`src/rtl/sprite_cmd_spi_master.sv`:
```
// Sprite-draw command SPI master: serialises a 7-byte frame (opcode, id, x, y, scale)
// in SPI mode 0, MSB first, and returns the last byte shifted in on spi_miso.
module sprite_cmd_spi_master #(
    parameter int unsigned CLK_DIV = 4,
    parameter logic [7:0]  OPCODE  = 8'h02
) (
    input  logic        clock,
    input  logic        reset,
    input  logic        cmd_valid,
    output logic        cmd_ready,
    input  logic [7:0]  cmd_id,
    input  logic [15:0] cmd_x,
    input  logic [15:0] cmd_y,
    input  logic [7:0]  cmd_scale,
    output logic        spi_cs,
    output logic        spi_clk,
    output logic        spi_mosi,
    input  logic        spi_miso,
    output logic [7:0]  rx_data,
    output logic        rx_valid,
    output logic        busy
);

    typedef enum logic [2:0] {
        S_IDLE    = 3'd0,
        S_SETUP   = 3'd1,
        S_SCLK_HI = 3'd2,
        S_SCLK_LO = 3'd3,
        S_GAP     = 3'd4
    } state_e;

    localparam logic [7:0] DIV_LAST = 8'(CLK_DIV - 1);
    localparam logic [5:0] BIT_LAST = 6'd55;

    state_e      state_q, state_d;
    logic [7:0]  div_cnt_q, div_cnt_d;
    logic [5:0]  bit_cnt_q, bit_cnt_d;
    logic [55:0] frame_q, frame_d;
    logic [7:0]  rx_sh_q, rx_sh_d;
    logic [7:0]  rx_data_q, rx_data_d;
    logic        rx_valid_q, rx_valid_d;
    logic        cs_q, cs_d;
    logic        sclk_q, sclk_d;
    logic        mosi_q, mosi_d;
    logic        ready_q, ready_d;
    logic        busy_q, busy_d;
    logic        accept_s;
    logic        phase_done_s;

    // ready_q is only ever high while idle, and stays low until the first edge after reset
    assign accept_s     = cmd_valid && ready_q;
    assign phase_done_s = (div_cnt_q == DIV_LAST);

    // State, datapath and output registers
    always_ff @(posedge clock or posedge reset) begin
        if (reset) begin
            state_q    <= S_IDLE;
            div_cnt_q  <= 8'd0;
            bit_cnt_q  <= 6'd0;
            frame_q    <= 56'd0;
            rx_sh_q    <= 8'd0;
            rx_data_q  <= 8'd0;
            rx_valid_q <= 1'b0;
            cs_q       <= 1'b1;
            sclk_q     <= 1'b0;
            mosi_q     <= 1'b0;
            ready_q    <= 1'b0;
            busy_q     <= 1'b0;
        end else begin
            state_q    <= state_d;
            div_cnt_q  <= div_cnt_d;
            bit_cnt_q  <= bit_cnt_d;
            frame_q    <= frame_d;
            rx_sh_q    <= rx_sh_d;
            rx_data_q  <= rx_data_d;
            rx_valid_q <= rx_valid_d;
            cs_q       <= cs_d;
            sclk_q     <= sclk_d;
            mosi_q     <= mosi_d;
            ready_q    <= ready_d;
            busy_q     <= busy_d;
        end
    end

    // Next-state and datapath: miso is sampled entering SCLK_HI, mosi shifts entering SCLK_LO
    always_comb begin
        state_d   = state_q;
        div_cnt_d = div_cnt_q;
        bit_cnt_d = bit_cnt_q;
        frame_d   = frame_q;
        rx_sh_d   = rx_sh_q;
        case (state_q)
            S_IDLE: begin
                if (accept_s) begin
                    state_d   = S_SETUP;
                    div_cnt_d = 8'd0;
                    bit_cnt_d = 6'd0;
                    frame_d   = {OPCODE, cmd_id, cmd_x, cmd_y, cmd_scale};
                end else begin
                    state_d = S_IDLE;
                end
            end
            S_SETUP: begin
                if (phase_done_s) begin
                    state_d   = S_SCLK_HI;
                    div_cnt_d = 8'd0;
                    rx_sh_d   = {rx_sh_q[6:0], spi_miso};
                end else begin
                    div_cnt_d = div_cnt_q + 8'd1;
                end
            end
            S_SCLK_HI: begin
                if (phase_done_s) begin
                    state_d   = S_SCLK_LO;
                    div_cnt_d = 8'd0;
                    // the last low phase holds bit 0 as CS hold time
                    if (bit_cnt_q != BIT_LAST) begin
                        frame_d = {frame_q[54:0], 1'b0};
                    end else begin
                        frame_d = frame_q;
                    end
                end else begin
                    div_cnt_d = div_cnt_q + 8'd1;
                end
            end
            S_SCLK_LO: begin
                if (phase_done_s) begin
                    div_cnt_d = 8'd0;
                    if (bit_cnt_q == BIT_LAST) begin
                        state_d = S_GAP;
                    end else begin
                        state_d   = S_SCLK_HI;
                        bit_cnt_d = bit_cnt_q + 6'd1;
                        rx_sh_d   = {rx_sh_q[6:0], spi_miso};
                    end
                end else begin
                    div_cnt_d = div_cnt_q + 8'd1;
                end
            end
            S_GAP: begin
                if (phase_done_s) begin
                    state_d   = S_IDLE;
                    div_cnt_d = 8'd0;
                end else begin
                    div_cnt_d = div_cnt_q + 8'd1;
                end
            end
            default: begin
                state_d = S_IDLE;
            end
        endcase
    end

    // Output decode from the next state so every output leaves a flop
    always_comb begin
        cs_d       = 1'b1;
        sclk_d     = 1'b0;
        mosi_d     = 1'b0;
        ready_d    = 1'b0;
        rx_valid_d = 1'b0;
        rx_data_d  = rx_data_q;
        busy_d     = (state_d != S_IDLE);
        case (state_d)
            S_IDLE: begin
                ready_d = 1'b1;
            end
            S_SETUP, S_SCLK_LO: begin
                cs_d   = 1'b0;
                mosi_d = frame_d[55];
            end
            S_SCLK_HI: begin
                cs_d   = 1'b0;
                sclk_d = 1'b1;
                mosi_d = frame_d[55];
            end
            S_GAP: begin
                if (state_q != S_GAP) begin
                    rx_valid_d = 1'b1;
                    rx_data_d  = rx_sh_d;
                end else begin
                    rx_valid_d = 1'b0;
                end
            end
            default: begin
                ready_d = 1'b0;
            end
        endcase
    end

    assign cmd_ready = ready_q;
    assign spi_cs    = cs_q;
    assign spi_clk   = sclk_q;
    assign spi_mosi  = mosi_q;
    assign rx_data   = rx_data_q;
    assign rx_valid  = rx_valid_q;
    assign busy      = busy_q;

endmodule
```
`config.mk`:
```
export PLATFORM = sky130hd
export DESIGN_NAME = sprite_cmd_spi_master
export DESIGN_NICKNAME = d
export VERILOG_FILES = /design/src/rtl/sprite_cmd_spi_master.sv
export SDC_FILE = /design/constraint.sdc
export NUM_CORES = 1
export LEC_CHECK = 0
export ABC_CLOCK_PERIOD_IN_PS = 2900
export CAP_MARGIN = 10
export CORE_ASPECT_RATIO = 0.75
export CORE_UTILIZATION = 37
export DETAILED_ROUTE_END_ITERATION = 10
export PLACE_DENSITY_LB_ADDON = 0.25
export SYNTH_ARGS = -nofsm -noshare
export SYNTH_HDL_FRONTEND = slang
export SYNTH_SLANG_ARGS = --single-unit
```
`constraint.sdc`:
```
create_clock -name clock -period 2.9 [get_ports clock]
set_input_delay 0.58 -clock clock [delete_from_list [all_inputs] [get_ports clock]]
set_output_delay 0.58 -clock clock [all_outputs]
set_load 0.005 [all_outputs]
```
==> flow_metrics.py, run 1 <==
metrics = {
    "outcome": {
        "outcome": "complete, no violations",
    },
    "logic_synthesis": {
        "syn_area_um2": 4300,
        "syn-num-nets": 399,
        "yosys.area.top_type": "dfrtp_1",
        "ys_types": 45,
        "synth.top_cell.area_share_pct": 54.7,
        "ys_warn_count": 0,
        "ys_ff_latch": 95,
        "synthTopCellsByArea": "dfrtp_1, a22o_1, a21o_1",
        "syn_avg_cell_area_um2": 12.5,
        "seq_area_frac_synth_pct": 55.3,
        "syn_inst": 345,
    },
    "power_and_ir_drop": {
        "power.leakage_nw": 2.80,
        "intPower_mw": 2.02,
        "p_comb_share_pct": 4.3,
        "net-switching-power_uw": 527,
        "vdd_drop_max_mv": 0.255,
        "clkPwrFrac_pct": 43.5,
        "seqPwrFrac_pct": 52.2,
        "p_per_area_nw_per_um2": 475,
        "switching_share_pct": 20.6,
    },
    "clock_network": {
        "cts_buffers": 9,
        "cts.path.max_buffers": 2,
        "numClockSinks": 95,
        "post_cts_buffers": 0,
        "clock_latency_ns": 0.34,
        "cts_tree": "yes",
        "htreeDepth": 3,
        "hold_buffers": 0,
        "cts-resized-gates": 0,
        "clk_pin_slew_ns": 0.06,
        "cts_root_buf": "clkbuf_16",
    },
    "critical_path": {
        "path_buf_inv": 1,
        "path_delay_family": "simple AND/OR/NAND/NOR gates",
        "r2r_start": "bit_cnt_q[0]$_DFFE_PP0P_",
        "reg2reg_slack_ns": 0.69,
        "endpoint_kind": "flop",
        "critical-path-slowest-cell": "nor3_4",
        "cp_slowest_stage_delay_ns": 0.52,
        "required_ns": 3.18,
        "cp_cell_sequence": "ha_1 -> and2_1 -> and3_1 -> nor3_4 -> buf_4 -> a22o_1 -> a21o_1",
        "startpoint_type": "flop",
        "critical_path_class": "flop to flop",
        "arrival_ns": 2.49,
        "r2r_end": "frame_q[25]$_DFFE_PP0P_",
        "crit_fanout": 14,
        "rr_worst_depth": 7,
    },
    "sta": {
        "tightest_slew_ns": 0.774,
        "setup_viol": 0,
        "rsz0062_at_grt": "no",
        "final.setup_skew_ns": 0.00623,
        "hold_viol": 0,
        "clock.fmax_mhz": 453,
        "timing.final.crit_share_pct": 76.2,
        "tns_ns": 0,
        "maxSlewHeadroom_pct": 48.3,
        "finalMaxSlewViolations": 0,
        "fin_crit_ns": 2.21,
    },
    "global_route": {
        "grt_use_total_pct": 14.6,
        "grt_util_met2_pct": 22.5,
        "antenna_found_initial": 0,
        "busiest_layer": "met2",
        "grt_pass1_vias": 2841,
        "grt_max_degree": 56,
        "grtUsageMet3_pct": 3.48,
        "met1_usage_pct": 20.1,
        "grt_pass1_wl_mm": 13.8,
        "overflow": 0,
    },
    "routing": {
        "drc": 0,
        "antenna_violating_nets_post_route": 0,
        "totalWireLength_mm": 8.27,
        "vias": 2897,
        "viasPerCell": 5.25,
        "drt_iter0_markers": 107,
        "first_pass_iters": 4,
        "avgRoutedWirePerCell_um": 15.0,
    },
    "floorplan": {
        "start_util_pct": 38.7,
        "pin_count": 66,
        "num_rows": 33,
        "coreArea_um2": 11100,
        "die_h_um": 95.4,
        "die_w_um": 126,
        "die_area_um2": 12100,
    },
    "placed_design": {
        "place_inst": 536,
        "place_congestion": 0.766,
        "portBuffers": 65,
        "dp_hpwl_mm": 5.55,
    },
    "cells_and_area": {
        "diodes": 0,
        "finalNonFillerCells": 552,
        "syn2layout_area_growth_pct": 24.8,
        "drive_above_1_share_pct": 14.3,
        "nets": 461,
    },
    "job": {
        "drv_cap": 0,
    },
    "hold_path": {
        "hold_end": "frame_q[1]$_DFFE_PP0P_",
        "hp-class": "flop to flop",
        "hold-path-cell-count": 1,
        "min_from": "frame_q[1]$_DFFE_PP0P_",
    },
}
==> cell usage in the layout (no fill, tap or decap), drive strengths merged, types with 2 or more instances in the layout <==
cell,count
and3,3
clkdlybuf4s50,65
nand3b,3
buf,8
and2,3
dfrtp,94
nand3,7
nand2,19
ha,2
o221ai,2
a21o,49
nor3,8
mux2,16
o21ai,15
nor2,10
nand2b,2
inv,4
or3,4
a21oi,8
xor2,3
clkbuf,11
nor2b,3
a22o,55
clkinv,5
==> power by group through the flow <==
| stage | Clock (mW) | Combinational, mW | Sequential (mW) |
|---|---|---|---|
| global route | 1.20 | 0.119 | 1.33 |
| floorplan | 0 | 0.0242 | 1.36 |
| CTS | 1.15 | 0.113 | 1.33 |
| global placement | 0 | 0.113 | 1.36 |
| finish | 1.11 | 0.109 | 1.33 |
| detailed placement | 0 | 0.112 | 1.36 |
==> how the worst max path moves through the flow <==
stage | from | endpoint | cells after the start
floorplan | bit_cnt_q[0]$_DFFE_PP0P_ | spi_mosi$_DFF_PP0_ | 7
global placement | cmd_valid | frame_q[46]$_DFFE_PP0P_ | 6
detailed placement | cmd_valid | frame_q[39]$_DFFE_PP0P_ | 6
CTS | bit_cnt_q[0]$_DFFE_PP0P_ | frame_q[25]$_DFFE_PP0P_ | 7
global route | bit_cnt_q[0]$_DFFE_PP0P_ | frame_q[29]$_DFFE_PP0P_ | 7
finish | bit_cnt_q[0]$_DFFE_PP0P_ | frame_q[25]$_DFFE_PP0P_ | 7
==> stage by stage <==
step                hold slack [ns]  power, mW  util [%]  setup slack, ns  instance area, um^2
CTS                           0.481       2.60      48.3            0.659                 5370
floorplan                     0.450       1.38         -            0.991                 4300
detailed placement            0.466       1.47      45.8            0.577                 5080
finish                        0.474       2.55      48.3            0.690                 5370
global placement              0.459       1.47      45.8            0.626                 5080
global route                  0.492       2.65      48.3            0.477                 5370
==> per-layer routing <==
layer	vias up	share of wire (%)
li1	1407	-
met1	1424	50
met2	56	45
met3	10	3.9
met4	0	1.5
met5	-	0
==> cell usage after synthesis, drive strengths merged <==
library cell and instances:
o31ai 1, and4b 1, and2 3, and3 3, nor2 10, a21boi 1
inv 5, a21oi 8, xor2 3, nand3b 3, ha 2, o221ai 2
dfstp 1, nand4b 1, mux2 16, clkbuf 3, dfrtp 94, nand2b 2
nand2 19, mux2i 1, a22o 55, nand3 7, nor3 8, a31oi 1
o21ai 15, and3b 1, nor2b 3, or3 4, xnor2 1, a21o 49
o21bai 1, nand4 1, buf 19, o22ai 1
==> logic make-up after synthesis <==
group,synth area share [%]
simple gates,9.37
xor+xnor,0.815
flops,55.3
mux,4.42
fa+ha+maj,0.582
buf+inv,4.13
compound gates,25.4
==> cell type report <==
class	instances	area, um^2
Clock buffer	11	253
Inverter	5	22.5
Multi-Input combinational cell	223	1750
Timing Repair Buffer	73	761
Fill cell	1025	5740
Clock inverter	5	32.5
Sequential cell	95	2380
Tap cell	140	175
==> registers in the layout, summed over array words and instances, names as in the netlist <==
signal / count
spi_cs: 1
frame_q: 56
div_cnt_q: 8
rx_valid: 1
rx_sh_q: 8
rx_data: 8
busy: 1
state_q: 3
spi_mosi: 1
bit_cnt_q: 6
spi_clk: 1
cmd_ready: 1
(Power assumes the default switching activity.)
==> run 2, diff against run 1 <==
- ABC_CLOCK_PERIOD_IN_PS: 2900 -> 1900
- clock period: 2.9 -> 1.9 ns (I/O delays scaled with it)
==> run 2 against run 1 <==
Via count rose by 8.5%; worst hold slack worse by 0.034 ns; utilization grew 4.2 points; sequential power increased by 53%; first-iteration DRC count up 35%; final area is 8.8% higher.
==> flow_metrics.py, run 2 (synthesized netlist as in run 1, its figures left out) <==
metrics = {
    "outcome": {
        "outcome": "complete, no violations",
    },
    "placed_design": {
        "portBuffers": 65,
        "placed_cell_area_um2": 5340,
        "place_congestion": 0.828,
        "place_ws_ns": -0.136,
        "place_inst": 562,
        "dp_hpwl_mm": 6.02,
    },
    "power_and_ir_drop": {
        "net-switching-power_uw": 821,
        "p_comb_share_pct": 4.6,
        "seqPwrFrac_pct": 52.8,
        "intPower_mw": 3.03,
        "p_per_area_nw_per_um2": 660,
        "switching_share_pct": 21.3,
        "clkPwrFrac_pct": 42.6,
        "vdd_drop_max_mv": 0.447,
        "power.leakage_nw": 3.03,
        "p_total_mw": 3.85,
    },
    "critical_path": {
        "critical_path_class": "flop to flop",
        "critical-path-slowest-cell": "dfrtp_1",
        "required_ns": 2.12,
        "crit_fanout": 8,
        "crit_path_start": "div_cnt_q[3]$_DFFE_PP0P_",
        "cp_slowest_stage_delay_ns": 0.40,
        "endpoint_kind": "flop",
        "startpoint_type": "flop",
        "arrival_ns": 2.08,
        "cp_cell_sequence": "nor3_4 -> and4b_2 -> buf_4 -> and3_4 -> buf_12 -> mux2_2",
        "r2r_start": "div_cnt_q[3]$_DFFE_PP0P_",
    },
    "sta": {
        "clock.fmax_mhz": 540,
        "setup_slack_ns": 0.0471,
        "final.setup_skew_ns": 0.00794,
        "fin_crit_ns": 1.85,
        "tightest_slew_ns": 0.532,
        "maxSlewHeadroom_pct": 64.4,
        "finalMaxSlewViolations": 0,
        "setup_viol": 0,
        "hold_viol": 0,
        "timing.final.crit_share_pct": 97.5,
    },
    "clock_network": {
        "clk_pin_slew_ns": 0.06,
        "numClockSinks": 95,
        "cts_buffers": 9,
        "hold_buffers": 0,
        "clock_latency_ns": 0.34,
        "cts_root_buf": "clkbuf_16",
        "cts.path.max_buffers": 2,
        "cts_tree": "yes",
        "htreeDepth": 3,
    },
    "cells_and_area": {
        "final_area_um2": 5840,
        "syn2layout_area_growth_pct": 35.8,
        "finalNonFillerCells": 591,
        "top_register": "frame_q",
        "final_cell_mix": "dfrtp_1, clkdlybuf4s50_1, a22o_1",
        "nFillCells": 960,
        "nets": 500,
        "largest_reg_flops": 56,
        "diodes": 0,
        "drive_above_1_share_pct": 22.6,
        "mostFrequentLayoutCell": "dfrtp_1",
    },
    "floorplan": {
        "die_h_um": 95.4,
        "die_w_um": 126,
        "start_util_pct": 38.7,
        "die_area_um2": 12100,
        "coreArea_um2": 11100,
        "num_rows": 33,
        "pin_count": 66,
    },
    "global_route": {
        "grt_use_total_pct": 15.6,
        "grt_pass1_vias": 3035,
        "grt_max_degree": 53,
        "overflow": 0,
        "antenna_found_initial": 0,
        "grt_pass1_wl_mm": 14.8,
    },
    "routing": {
        "viasPerCell": 5.32,
        "antenna_violating_nets_post_route": 0,
        "vias": 3144,
        "first_pass_iters": 4,
        "drc": 0,
        "totalWireLength_mm": 9.66,
        "avgRoutedWirePerCell_um": 16.3,
        "drt_iter0_markers": 144,
    },
    "hold_path": {
        "hp-class": "input port to async pin",
    },
    "job": {
        "drv_cap": 0,
    },
}
[run 2: worst max-delay path, delay by kind of cell (launching register included)]
kind	cells	cell delay, ns
flip-flops	1	0.40
buffers and inverters	2	0.25
AND/OR/NAND/NOR	3	0.76
multiplexers	1	0.32
[run 2: layout make-up]
class                   instances  area (um^2)  area share [%]
flip-flops and latches         95         2380            40.7
multi-input cells             223         1770            30.3
repair buffers                112         1230            21.0
clock buffers                  11          233            3.99
well taps                     140          175            3.00
clock inverters                 5         32.5           0.557
inverters                       5         22.5           0.386
[run 2: per-stage QoR]
step	TNS [ns]	util [%]	hold WS, ns
6_report	0	52.6	0.440
5_1_grt	-0.00402	52.6	0.465
4_1_cts	0	50.5	0.443
3_5_place_dp	-3.23	48.1	0.466
3_3_place_gp	-2.75	48.1	0.459
2_1_floorplan	0	-	0.450
[run 2: timing repair]
action,4_1_cts,5_1_grt
cloned,0,6
setup endpoints to repair,14,73
pin swaps,0,5
gates resized for setup,2,10
setup buffers,0,8
[run 2: path summary, 6_finish.rpt]
kind / cells past startpoint / to / slack (ns)
max: 6 / rx_sh_q[5]$_DFF_PP0_ / 0.05
min: 2 / frame_q[43]$_DFFE_PP0P_ / 0.44
max reg2reg: 6 / rx_sh_q[5]$_DFF_PP0_ / 0.05
min reg2reg: 1 / frame_q[20]$_DFFE_PP0P_ / 0.48
max in group asynchronous: 3 / state_q[0]$_DFF_PP0_ / 0.96
min in group clock: 1 / frame_q[20]$_DFFE_PP0P_ / 0.48
[run 2: metal layers]
| metal | routed length (um) | GRT usage (%) |
|---|---|---|
| met5 | 0 | 0 |
| met4 | 59 | 4.12 |
| met3 | 403 | 4.60 |
| met2 | 4560 | 24.6 |
| met1 | 4640 | 21.1 |
[run 2: power by group through the flow]
stage               sequential (mW)  combinational [mW]  clock (mW)
floorplan                      2.07              0.0370           0
detailed placement             2.07               0.181           0
global route                   2.03               0.192        1.79
global placement               2.07               0.180           0
CTS                            2.03               0.182        1.71
finish                         2.03               0.176        1.64
